<file path="config.mk">
export PLATFORM = sky130hd
export DESIGN_NAME = apb_regfile_slave
export DESIGN_NICKNAME = d
export VERILOG_FILES = /design/src/rtl/apb_regfile_slave.sv
export SDC_FILE = /design/constraint.sdc
export NUM_CORES = 1
export LEC_CHECK = 0
export CORE_MARGIN = 3
export CORE_UTILIZATION = 60
export DETAILED_ROUTE_END_ITERATION = 6
export PLACE_DENSITY = 0.78
export SLEW_MARGIN = 5
export SYNTH_ARGS = -nofsm -noshare
export SYNTH_HDL_FRONTEND = slang
export SYNTH_SLANG_ARGS = --single-unit
</file>
<file path="constraint.sdc">
create_clock -name PCLK -period 3.7 [get_ports PCLK]
set_clock_uncertainty 0.2 [all_clocks]
set_input_delay 0.37 -clock PCLK [delete_from_list [all_inputs] [get_ports PCLK]]
set_output_delay 0.37 -clock PCLK [all_outputs]
set_load 0.03 [all_outputs]
</file>
<file path="src/rtl/apb_regfile_slave.sv">
// APB completer with a bank of NUMREGS word registers.
// Register 0 is exported as a control word (o_CTRL); the top index is a
// read-only status word taken from i_RO_DATA. Every access phase is
// stretched by WAITSTATES wait cycles before PREADY is returned.
// Optional feature: define APB_SLVERR_EN to flag unaligned, out-of-range
// and read-only-write accesses on o_PSLVERR (tied low otherwise).
module apb_regfile_slave #(
  parameter int PADDRWIDTH = 32,
  parameter int DATAWIDTH  = 32,
  parameter int NUMREGS    = 16,
  parameter int WAITSTATES = 2
) (
  input  logic                    PCLK,
  input  logic                    PRESETn,
  input  logic                    i_PSEL,
  input  logic [PADDRWIDTH-1:0]   i_PADDR,
  input  logic                    i_PENABLE,
  input  logic                    i_PWRITE,
  input  logic [DATAWIDTH-1:0]    i_PWDATA,
  input  logic [DATAWIDTH/8-1:0]  i_PSTRB,
  input  logic                    i_PPROT,
  input  logic [DATAWIDTH-1:0]    i_RO_DATA,
  output logic                    o_PREADY,
  output logic [DATAWIDTH-1:0]    o_PRDATA,
  output logic                    o_PSLVERR,
  output logic [DATAWIDTH-1:0]    o_CTRL
);

  localparam int NBYTES = DATAWIDTH / 8;
  localparam int LSB    = $clog2(NBYTES);
  localparam int IDXW   = $clog2(NUMREGS);
  localparam logic [IDXW-1:0]       RO_IDX   = IDXW'(NUMREGS - 1);
  localparam logic [PADDRWIDTH-1:0] LOW_MASK = ~({PADDRWIDTH{1'b1}} << LSB);
  localparam logic [3:0]            WS_LOAD  = 4'(WAITSTATES);

  typedef enum logic [1:0] {
    S_IDLE,
    S_WAIT,
    S_READY
  } state_t;

  state_t state;
  state_t state_next;

  logic [3:0]            wait_cnt;
  logic [PADDRWIDTH-1:0] cap_addr;
  logic                  cap_write;
  logic [DATAWIDTH-1:0]  cap_wdata;
  logic [NBYTES-1:0]     cap_strb;
  logic [DATAWIDTH-1:0]  regs [NUMREGS];

  logic                  setup_accept;
  logic [PADDRWIDTH-1:0] dec_addr;
  logic                  dec_write;
  logic [IDXW-1:0]       dec_idx;
  logic                  dec_invalid;
  logic                  dec_ro;
  logic                  enter_ready;
  logic                  commit;
  logic [DATAWIDTH-1:0]  read_val;

  // PPROT carries no meaning for this register bank.
  logic unused_pprot;
  assign unused_pprot = i_PPROT;

  // With zero wait states the completion edge is the setup edge itself, so
  // decoding looks at the live bus then and at the captured copy afterwards.
  assign setup_accept = (state == S_IDLE) && i_PSEL && !i_PENABLE;
  assign dec_addr     = setup_accept ? i_PADDR  : cap_addr;
  assign dec_write    = setup_accept ? i_PWRITE : cap_write;
  assign dec_idx      = dec_addr[LSB +: IDXW];
  assign dec_invalid  = ((dec_addr & LOW_MASK) != '0) ||
                        ((dec_addr >> (LSB + IDXW)) != '0);
  assign dec_ro       = (dec_idx == RO_IDX);
  assign enter_ready  = (state_next == S_READY);
  assign commit       = (state == S_READY) && dec_write && !dec_invalid && !dec_ro;
  assign o_CTRL       = regs[0];

  // State register.
  always_ff @(posedge PCLK or negedge PRESETn) begin
    if (!PRESETn) state <= S_IDLE;
    else          state <= state_next;
  end

  // Next-state logic: setup -> optional wait cycles -> one ready cycle.
  always_comb begin
    state_next = state;
    case (state)
      S_IDLE: begin
        if (setup_accept) state_next = (WAITSTATES == 0) ? S_READY : S_WAIT;
      end
      S_WAIT: begin
        if (!i_PSEL)               state_next = S_IDLE;
        else if (wait_cnt <= 4'd1) state_next = S_READY;
      end
      S_READY: state_next = S_IDLE;
      default: state_next = S_IDLE;
    endcase
  end

  // Capture the transfer at setup and count down the wait cycles.
  always_ff @(posedge PCLK or negedge PRESETn) begin
    if (!PRESETn) begin
      wait_cnt  <= '0;
      cap_addr  <= '0;
      cap_write <= 1'b0;
      cap_wdata <= '0;
      cap_strb  <= '0;
    end else if (setup_accept) begin
      wait_cnt  <= WS_LOAD;
      cap_addr  <= i_PADDR;
      cap_write <= i_PWRITE;
      cap_wdata <= i_PWDATA;
      cap_strb  <= i_PSTRB;
    end else if (state == S_WAIT && wait_cnt != '0) begin
      wait_cnt <= wait_cnt - 4'd1;
    end
  end

  // Read mux: invalid addresses read zero, the top index is live status.
  always_comb begin
    read_val = '0;
    if (!dec_invalid) read_val = dec_ro ? i_RO_DATA : regs[dec_idx];
  end

  // Register bank: byte-strobed write commits at the end of the ready cycle.
  always_ff @(posedge PCLK or negedge PRESETn) begin
    if (!PRESETn) begin
      for (int i = 0; i < NUMREGS; i++) regs[i] <= '0;
    end else if (commit) begin
      for (int k = 0; k < NBYTES; k++) begin
        if (cap_strb[k]) regs[dec_idx][k*8 +: 8] <= cap_wdata[k*8 +: 8];
      end
    end
  end

  // Registered completion: PREADY and PRDATA only live in the ready cycle.
  always_ff @(posedge PCLK or negedge PRESETn) begin
    if (!PRESETn) begin
      o_PREADY <= 1'b0;
      o_PRDATA <= '0;
    end else begin
      o_PREADY <= enter_ready;
      o_PRDATA <= (enter_ready && !dec_write) ? read_val : '0;
    end
  end

`ifdef APB_SLVERR_EN
  // Error flag raised alongside PREADY for bad addresses and read-only writes.
  always_ff @(posedge PCLK or negedge PRESETn) begin
    if (!PRESETn) o_PSLVERR <= 1'b0;
    else          o_PSLVERR <= enter_ready && (dec_invalid || (dec_write && dec_ro));
  end
`else
  assign o_PSLVERR = 1'b0;
`endif

endmodule

</file>
After elaboration in Yosys (flattened, before gate mapping)
Index checks and enable logic that the tools add are counted.
{"block": "totals", "register_bits": 620, "word_cells": 84}
{"block": "classes", "n_mux": 33, "bitwise_logic": 1, "magnitude_cmp": 3, "n_reduce_logical": 18, "n_eq_ne": 4, "n_addsub": 1}
{"op": "$mux W512", "count": 7}
{"op": "$bwmux W512", "count": 4}
{"op": "$demux W32 S4", "count": 4}
{"op": "$mux W32", "count": 7}
{"op": "$bmux W32 S4", "count": 1}
{"op": "$reduce_bool A32 Y1", "count": 2}
{"op": "$mux W24", "count": 1}
{"op": "$mux W16", "count": 1}
{"op": "$logic_and A1 B1 Y1", "count": 8}
{"op": "$mux W4", "count": 2}
{"op": "$mux W8", "count": 1}
{"op": "$mux W2", "count": 3}
{"op": "$ge A5 B5 Y1 const B", "count": 1}
{"op": "$lt A5 B1 Y1 const B", "count": 1}
{"op": "$not A4 Y5", "count": 1}
{"op": "$eq A2 B2 Y1 const B", "count": 2}
{"op": "$eq A4 B4 Y1 const B", "count": 1}
{"op": "$le A4 B1 Y1 const B", "count": 1}
{"op": "$logic_not A1 Y1", "count": 4}
{"op": "$pmux W2 S2", "count": 1}
{"op": "$reduce_bool A4 Y1", "count": 1}
{"op": "$sub A4 B1 Y4 const B", "count": 1}
{"op": "$eq A2 B1 Y1 const B", "count": 1}
{"op": "$logic_not A2 Y1", "count": 1}
{"op": "3 further kinds", "count": 3}

Depth between registers and ports, before layout
Gate-level depths: netlist (run 1).
{"block": "depth", "depth_word": 20, "ltp_mapped": 11, "depth_no_buf": 7}

Worst setup path before layout (run 1)
Ideal clock, no wire load.
{"block": "synth_timing", "kind": "register -> register", "startpoint": "reg state[0]", "endpoint": "reg regs[288] in the netlist's numbering", "n_path_buf": 2, "path_slack_ps": 753, "path_stages_with_launch": 9, "arrival_ps": 2622, "required_time_ps": 3375, "setup_time_ps": 125, "path_cell_list": "dfrtp_1 or4b_1 buf_2 mux2i_1 nand2_2 o2111ai_2 buf_6 nor2_2 mux2_2"}
{"block": "synth_via", "elab_chain_len": 20, "elab_cells_between_ends": 35}
{"item": "start, declared", "line_no": "42", "source": "state_t state;"}
{"item": "start signal, assigned", "line_no": "82", "source": "else state <= state_next;"}
{"item": "$logic_not A2 Y1", "line_no": "68", "source": "assign setup_accept = (state == S_IDLE) && i_PSEL && !i_PENABLE;"}
{"item": "$logic_and A1 B1 Y1 (2 in a row)", "line_no": "68"}
{"item": "$mux W32"}
{"item": "$not A4 Y5 (implied by the code)", "line_no": "132", "source": "if (cap_strb[k]) regs[dec_idx][k*8 +: 8] <= cap_wdata[k*8 +: 8];"}
{"item": "$ge A5 B5 Y1 (implied by the code) or $lt A5 B1 Y1 (tied branches)", "line_no": "132"}
{"item": "$logic_and A1 B1 Y1 (implied by the code)", "line_no": "132"}
{"item": "$mux W8 (implied by the code)", "line_no": "132"}
{"item": "$demux W32 S4", "line_no": "132"}
{"item": "[3 not listed]"}
{"item": "$bwmux W512", "line_no": "132"}
{"item": "$mux W512", "line_no": "132"}
{"item": "$mux W512", "line_no": "130", "source": "end else if (commit) begin"}
{"item": "$bwmux W512", "line_no": "132"}
{"item": "$mux W512", "line_no": "132"}
{"item": "$mux W512", "line_no": "130"}
{"item": "$bwmux W512", "line_no": "132"}
{"item": "$mux W512", "line_no": "132"}
{"item": "end signal, assigned by index", "line_no": "132"}
{"item": "end, declared", "line_no": "50", "source": "logic [DATAWIDTH-1:0] regs [NUMREGS];"}
Several ways; a longest one is shown, not always the timed one. The select of a mux whose other input is x is not followed.
A chain may end at the register's enable or synchronous reset.

Worst setup path in the final report (run 1)
{"block": "layout_timing", "startpoint": "reg state[0]", "endpoint": "reg regs[219] in the netlist's numbering"}
{"block": "layout_via", "elab_chain_len": 17, "elab_cells_between_ends": 35}
{"item": "$logic_not A2 Y1", "line_no": "68"}
{"item": "$logic_and A1 B1 Y1 (2 in a row)", "line_no": "68"}
{"item": "$mux W32"}
{"item": "$not A4 Y5 (implied by the code)", "line_no": "132"}
{"item": "$demux W32 S4", "line_no": "132"}
{"item": "$bwmux W512", "line_no": "132"}
{"item": "$mux W512", "line_no": "132"}
{"item": "$mux W512", "line_no": "130"}
{"item": "$bwmux W512", "line_no": "132"}
{"item": "$mux W512", "line_no": "132"}
{"item": "$mux W512", "line_no": "130"}
{"item": "$bwmux W512", "line_no": "132"}
{"item": "$mux W512", "line_no": "132"}
{"item": "$mux W512", "line_no": "130"}
{"item": "$bwmux W512", "line_no": "132"}
{"item": "$mux W512", "line_no": "132"}
Several ways; a longest one is shown, not always the timed one. The select of a mux whose other input is x is not followed.

==> flow_summary_export.csv, run 1 <==
group,metric,value,unit
run_status,run_status,"complete, no violations",
layout,design_area,0.0322,mm2
placement,dp_slack,0.114,ns
drt,drc,0,
synth,synth_top_family_by_area,"multiplexers",
floorplan,coreArea,0.0448,mm2
global_route,antenna_found_initial,0,
timing,max_slew_margin,52.5,%
timing,period_needed,3.28,ns
synth,syn_nets,2347,
critical_path,crit_type,"reg2reg",
power_and_ir_drop,seq_power_share,44.5,%
floorplan,die_w,220,um
power_and_ir_drop,peakVddDrop,0.488,mV
synth,synthMuxAreaShare,24.6,%
global_route,grt_pass1_wl,110000,um
synth,synth_cell_types,39,
timing,rsz0062_at_grt,"false",
layout,final_cell_mix,"620 x dfrtp_1, 481 x mux2_2, 476 x nand2_1, 168 x clkdlybuf4s50_1, 134 x mux2i_1",
synth,postSynthAreaPerCell,12.3,um2
layout,drive_above_1_share,31.5,%
clocking,cts_setup_buffers,0,
layout,nNetsFinal,2487,
placement,placed_area,0.0302,mm2
timing,fin_ws,0.418,ns
layout,syn2layout_area_growth,16.6,%
drt,via_per_inst,6.17,
timing,finalCritPeriodShare,88.7,%
worst_hold_path,min_path_type,"in2reg",
power_and_ir_drop,powerDensity,539,mW/mm2
power_and_ir_drop,internal_power,11900,uW
clocking,clkTransAtPathRegs,0.06,ns
power_and_ir_drop,total_power,17300,uW
timing,hold_viol_final,0,
power_and_ir_drop,p_clk_share,35.6,%
clocking,cts_buffers,61,
layout,n_antenna_cell,0,
timing,finalSetupViolCount,0,
synth,synthXorXnorAreaFrac,0.0952,%
global_route,track_usage,29.7,%
critical_path,cp_max_fo,10,
clocking,clock_latency,0.61,ns
critical_path,cp-start-kind,"flop",
drt,wl,71000,um
synth,syn_inst,2238,
drt,drtIter0Drc,1466,
synth,synth_fa_ha_area_share,0.136,%
drt,vias,18600,
drt,drt_pass1_iterations,5,
critical_path,endpoint_kind,"flop",
timing,fmax,0.305,GHz
critical_path,crit_required,4.00,ns
floorplan,start_util,61.6,%
clocking,clkSinkCount,620,
job,drv_cap,0,
timing,drv_slew,0,
placement,io_buffers,169,
clocking,cts_tree,"built",
global_route,grt_max_degree,90,
clocking,htreeDepth,2,
synth,ys_ff_latch,620,
power_and_ir_drop,netSwitchingPower,5460,uW
global_route,grt_pass1_vias,19300,
drt,wire_per_inst,23.6,um
clocking,clockRootBuffer,"clkbuf_16",
synth,yosys.area_share.simple,10.2,%
timing,tightest_slew,0.713,ns
synth,synth-warning-count,0,
global_route,globalRouteOverflowTotal,0,
power_and_ir_drop,swShare,31.5,%
floorplan,dieArea,0.0486,mm2
power_and_ir_drop,power_frac_comb,20.0,%
floorplan,rows,77,
layout,mostFrequentLayoutCell,"dfrtp_1",
timing,tns,0,ns
clocking,clockBufferDepth,3,
synth,synth_seq_area_share,56.2,%
critical_path,crit_arrival,3.58,ns
floorplan,num_io_pins,172,
synth,synth-compound-area-share,5.37,%
placement,post-dp-hpwl,44800,um
power_and_ir_drop,power.leakage,0.0151,uW
placement,gp_congestion,0.828,
floorplan,die_h,220,um
drt,drtAntennaViolNets,0,
synth,synth_area,0.0276,mm2
-- state kept, by name, summed over array words and instances, names as in the netlist --
signal and count:
cap_addr 32, cap_strb 4, cap_wdata 32, cap_write 1, o_CTRL 32, o_PRDATA 32, o_PREADY 1, regs 480
state 2, wait_cnt 4
-- metrics by stage --
stage / hold slack, ns / utilization, % / std cells
after floorplan: -0.126 / - / 2238
after global placement: 0.164 / 67.4 / 2906
after detailed placement: 0.165 / 67.4 / 2906
after CTS: 0.0424 / 71.8 / 3014
after global routing: 0.0609 / 71.8 / 3014
final: 0.0737 / 71.8 / 3014
-- power groups by stage --
stage	Sequential, uW	Clock [uW]	Combinational [uW]
floorplan	7400	0	2210
global placement	7770	0	3370
detailed placement	7810	0	3410
CTS	7690	6240	3430
global route	7770	6520	3670
finish	7710	6170	3460
-- cell usage after synthesis --
master | n | area (um2)
dfrtp_1 | 620 | 15500
mux2_2 | 481 | 5420
nand2_1 | 476 | 1790
clkbuf_1 | 141 | 529
mux2i_1 | 135 | 1350
a32oi_1 | 124 | 1090
nor2_2 | 41 | 257
nand4_1 | 35 | 219
buf_4 | 33 | 248
o2bb2ai_1 | 31 | 272
nor2_4 | 22 | 248
nor4_1 | 16 | 100
buf_1 | 14 | 52.6
nor2_1 | 10 | 37.5
buf_6 | 6 | 67.6
and2_1 | 5 | 31.3
buf_2 | 5 | 25.0
nand2b_1 | 5 | 31.3
nor2b_1 | 4 | 25.0
o2111ai_2 | 4 | 60.1
a32o_1 | 3 | 30.0
ha_1 | 3 | 37.5
nor3_1 | 3 | 15.0
a221oi_1 | 2 | 17.5
inv_1 | 2 | 7.51
nand2_2 | 2 | 12.5
o21ai_0 | 2 | 10.0
xor2_1 | 2 | 17.5
a21oi_1 | 1 | 5.00
conb_1 | 1 | 3.75
inv_2 | 1 | 3.75
mux2_4 | 1 | 15.0
nand3_1 | 1 | 5.00
nand3b_1 | 1 | 7.51
nor3b_1 | 1 | 7.51
nor4b_1 | 1 | 8.76
or3b_1 | 1 | 8.76
or4b_1 | 1 | 10.0
xnor2_1 | 1 | 8.76
-- final timing paths --
kind / depth (start not counted) / slack (ns) / to / from
worst max-delay path: 5 / 0.42 / regs[219] / state[0]
worst min-delay path: 3 / 0.07 / cap_wdata[23] / i_PWDATA[23]
worst max register to register: 5 / 0.42 / regs[219] / state[0]
worst min register to register: 0 / 0.18 / regs[25] / regs[25]
max in group asynchronous: 3 / 1.98 / o_CTRL[13] / PRESETn
min in group asynchronous: 2 / 0.15 / regs[280] / PRESETn
-- per-layer routing --
metal / vias up / track usage [%] / part of all wire [%]
met3: 191 / 5.09 / 6.5
li1: 8143 / - / -
met2: 668 / 48.3 / 48
met5: - / 0 / 0
met4: 0 / 12.7 / 4.4
met1: 9596 / 39.7 / 41
-- cell families (layout without fill, tap and decap cells) --
group	after synthesis	in the layout
AOI/OAI and AO/OA	167	167
xor gates and xnor gates	3	3
adders and majority gates	3	3
buffers and inverters	202	386
DFF	620	620
muxes	617	617
other	1	1
and+or+nand+nor	625	625
-- worst max-delay path, cell delays in order (launching register included) --
cell,delay [ns]
dfrtp_1,0.43
or4b_4,0.68
mux2i_1,0.51
nand2_1,0.43
nor2_4,0.49
mux2_2,0.40
-- area by class of cell --
class,instances,area [um2]
Sequential cell,620,15500
Fill cell,3067,12600
Multi-Input combinational cell,1416,11200
Timing Repair Buffer,276,2740
Clock buffer,89,1780
Tap cell,592,741
Clock inverter,18,199
Inverter,3,18.8
-- repair_timing --
item                                   in CTS  in global routing
endpoints found under the hold margin      71                  0
hold buffers                                1                  0
resized for setup                           0                  0
Note: power is estimated with default switching activity, not from simulation.
==> run 2: changes to the inputs <==
--- a/config.mk
+++ b/config.mk
@@ -6,9 +6,10 @@
 export NUM_CORES = 1
 export LEC_CHECK = 0
 export CORE_MARGIN = 3
-export CORE_UTILIZATION = 60
+export CORE_UTILIZATION = 62
+export CTS_BUF_LIST = sky130_fd_sc_hd__clkbuf_8
 export DETAILED_ROUTE_END_ITERATION = 6
-export PLACE_DENSITY = 0.78
+export PLACE_DENSITY = 0.8
 export SLEW_MARGIN = 5
 export SYNTH_ARGS = -nofsm -noshare
 export SYNTH_HDL_FRONTEND = slang
==> run 2 against run 1 <==
Against the previous run: clock-buffer cell count grew 38; global-route usage rose by 0.66 points; hold slack got worse by 0.037 ns; sequential power about the same.
==> flow_summary_export.csv, run 2 (synthesis gave the netlist of run 1 again) <==
group,metric,value,unit
clocking,clockRootBuffer,"clkbuf_8",
timing,finalCritPeriodShare,90.2,%
critical_path,cp_common_cell,"nor2_4",
timing,period_needed,3.34,ns
critical_path,startpoint,"state[0]",
worst_hold_path,worstHoldStart,"i_PWDATA[16]",
drt,wl,71100,um
critical_path,cp-start-kind,"flop",
drt,vias,18900,
drt,via_per_inst,6.14,
power_and_ir_drop,internal_power,11300,uW
layout,final_cell_mix,"620 x dfrtp_1, 481 x mux2_2, 476 x nand2_1, 168 x clkdlybuf4s50_1, 134 x mux2i_1",
job,drv_cap,0,
placement,post-dp-hpwl,44100,um
clocking,cts_setup_buffers,0,
power_and_ir_drop,power_frac_comb,20.1,%
clocking,clockBufferDepth,3,
timing,max_slew_margin,53.1,%
placement,placed_area,0.0301,mm2
critical_path,crit_path_top_delay_cell,"mux2i_4",
layout,nNetsFinal,2533,
clocking,clkTransAtPathRegs,0.06,ns
drt,drc,0,
global_route,grt_max_degree,109,
clocking,clkSinkCount,620,
layout,syn2layout_area_growth,16.9,%
layout,design_area,0.0322,mm2
critical_path,crit_type,"reg2reg",
worst_hold_path,min_path_type,"in2reg",
floorplan,coreArea,0.0436,mm2
drt,drt_pass1_iterations,7,
placement,io_buffers,169,
global_route,antenna_found_initial,2,
timing,tns,0,ns
layout,mostFrequentLayoutCell,"dfrtp_1",
floorplan,dieArea,0.0471,mm2
layout,postLayoutCoreUtil,74.0,%
layout,largest_reg_flops,480,
timing,rsz0062_at_grt,"false",
drt,wire_per_inst,23.0,um
floorplan,num_io_pins,172,
clocking,clock_latency,0.69,ns
power_and_ir_drop,power.leakage,0.0153,uW
timing,fmax,0.300,GHz
timing,hold_viol_final,0,
global_route,grt_pass1_wl,111000,um
power_and_ir_drop,netSwitchingPower,5480,uW
power_and_ir_drop,peakVddDrop,0.319,mV
drt,drtIter0Drc,1785,
timing,drv_slew,0,
floorplan,die_h,217,um
floorplan,die_w,217,um
critical_path,crit_arrival,3.69,ns
timing,tightest_slew,0.704,ns
power_and_ir_drop,seq_power_share,45.9,%
global_route,track_usage,30.3,%
clocking,cts_tree,"built",
drt,drtAntennaViolNets,0,
power_and_ir_drop,swShare,32.7,%
critical_path,cp_max_fo,11,
power_and_ir_drop,p_clk_share,33.9,%
critical_path,crit_required,4.05,ns
run_status,run_status,"complete, no violations",
critical_path,endpoint_kind,"flop",
floorplan,rows,76,
floorplan,start_util,63.3,%
critical_path,cpPeakStageDelay,0.51,ns
placement,gp_congestion,0.827,
clocking,cts_buffers,99,
clocking,cts.repair.resized,0,
clocking,htreeDepth,3,
critical_path,path_cells,"nor4b_2 -> buf_4 -> mux2i_4 -> inv_8 -> nor2_4 -> nand2_1 -> nor2_4 -> mux2_2",
layout,drive_above_1_share,31.5,%
timing,whs,0.0363,ns
global_route,grt_pass1_vias,19700,
global_route,globalRouteOverflowTotal,0,
power_and_ir_drop,powerDensity,520,mW/mm2
timing,finalSetupViolCount,0,
critical_path,r2r-start,"state[0]",
layout,top_register,"regs",
==> run 2: metrics by stage <==
stage	setup slack [ns]	std cells	power [uW]
finish	0.363	3085	16800
detailed placement	0.133	2886	11100
floorplan	0.753	2238	9610
global placement	0.189	2886	11000
CTS	0.432	3083	16800
global route	0.269	3085	17400
==> run 2: per-layer routing <==
metal / wire length, um / part of all wire (%) / GRT usage [%]
met4: 2700 / 3.8 / 12.0
met5: 0 / 0 / 0
met1: 28400 / 40 / 39.7
met3: 4940 / 6.9 / 6.37
met2: 35000 / 49 / 50.1
==> run 2: final cells by class <==
cell class / count / area (um2)
Sequential cell: 620 / 15500
Fill cell: 2902 / 11300
Multi-Input combinational cell: 1416 / 11200
Timing Repair Buffer: 284 / 2850
Clock buffer: 127 / 1750
Tap cell: 585 / 732
Clock inverter: 48 / 193
Inverter: 3 / 18.8
Antenna cell: 2 / 5.00
==> run 2: power by group through the flow <==
| stage | Combinational, uW | Clock (uW) | Sequential [uW] |
|---|---|---|---|
| detailed placement | 3310 | 0 | 7810 |
| global route | 3570 | 6090 | 7770 |
| CTS | 3350 | 5780 | 7690 |
| finish | 3370 | 5690 | 7710 |
| global placement | 3270 | 0 | 7770 |
| floorplan | 2210 | 0 | 7400 |
==> run 2: repair_timing <==
item                       in CTS  in global routing
setup endpoints to repair       0                  0
hold endpoints to repair      174                  0
hold buffers                   22                  0
==> run 2: final timing paths <==
check	endpoint	cells past startpoint	slack [ns]
setup / recovery	regs[236]	8	0.36
hold / removal	cap_wdata[16]	3	0.04
setup reg to reg	regs[236]	8	0.36
hold reg to reg	regs[12]	0	0.18
max in group asynchronous	regs[20]	3	2.13
min in group asynchronous	cap_wdata[29]	2	0.10
==> run 2: critical path: cells and delay by family, from the launching register on <==
family                 cells  cell delay [ns]
and+or+nand+nor            4             1.26
muxes                      2             0.90
DFF                        1             0.44
buffers and inverters      2             0.40
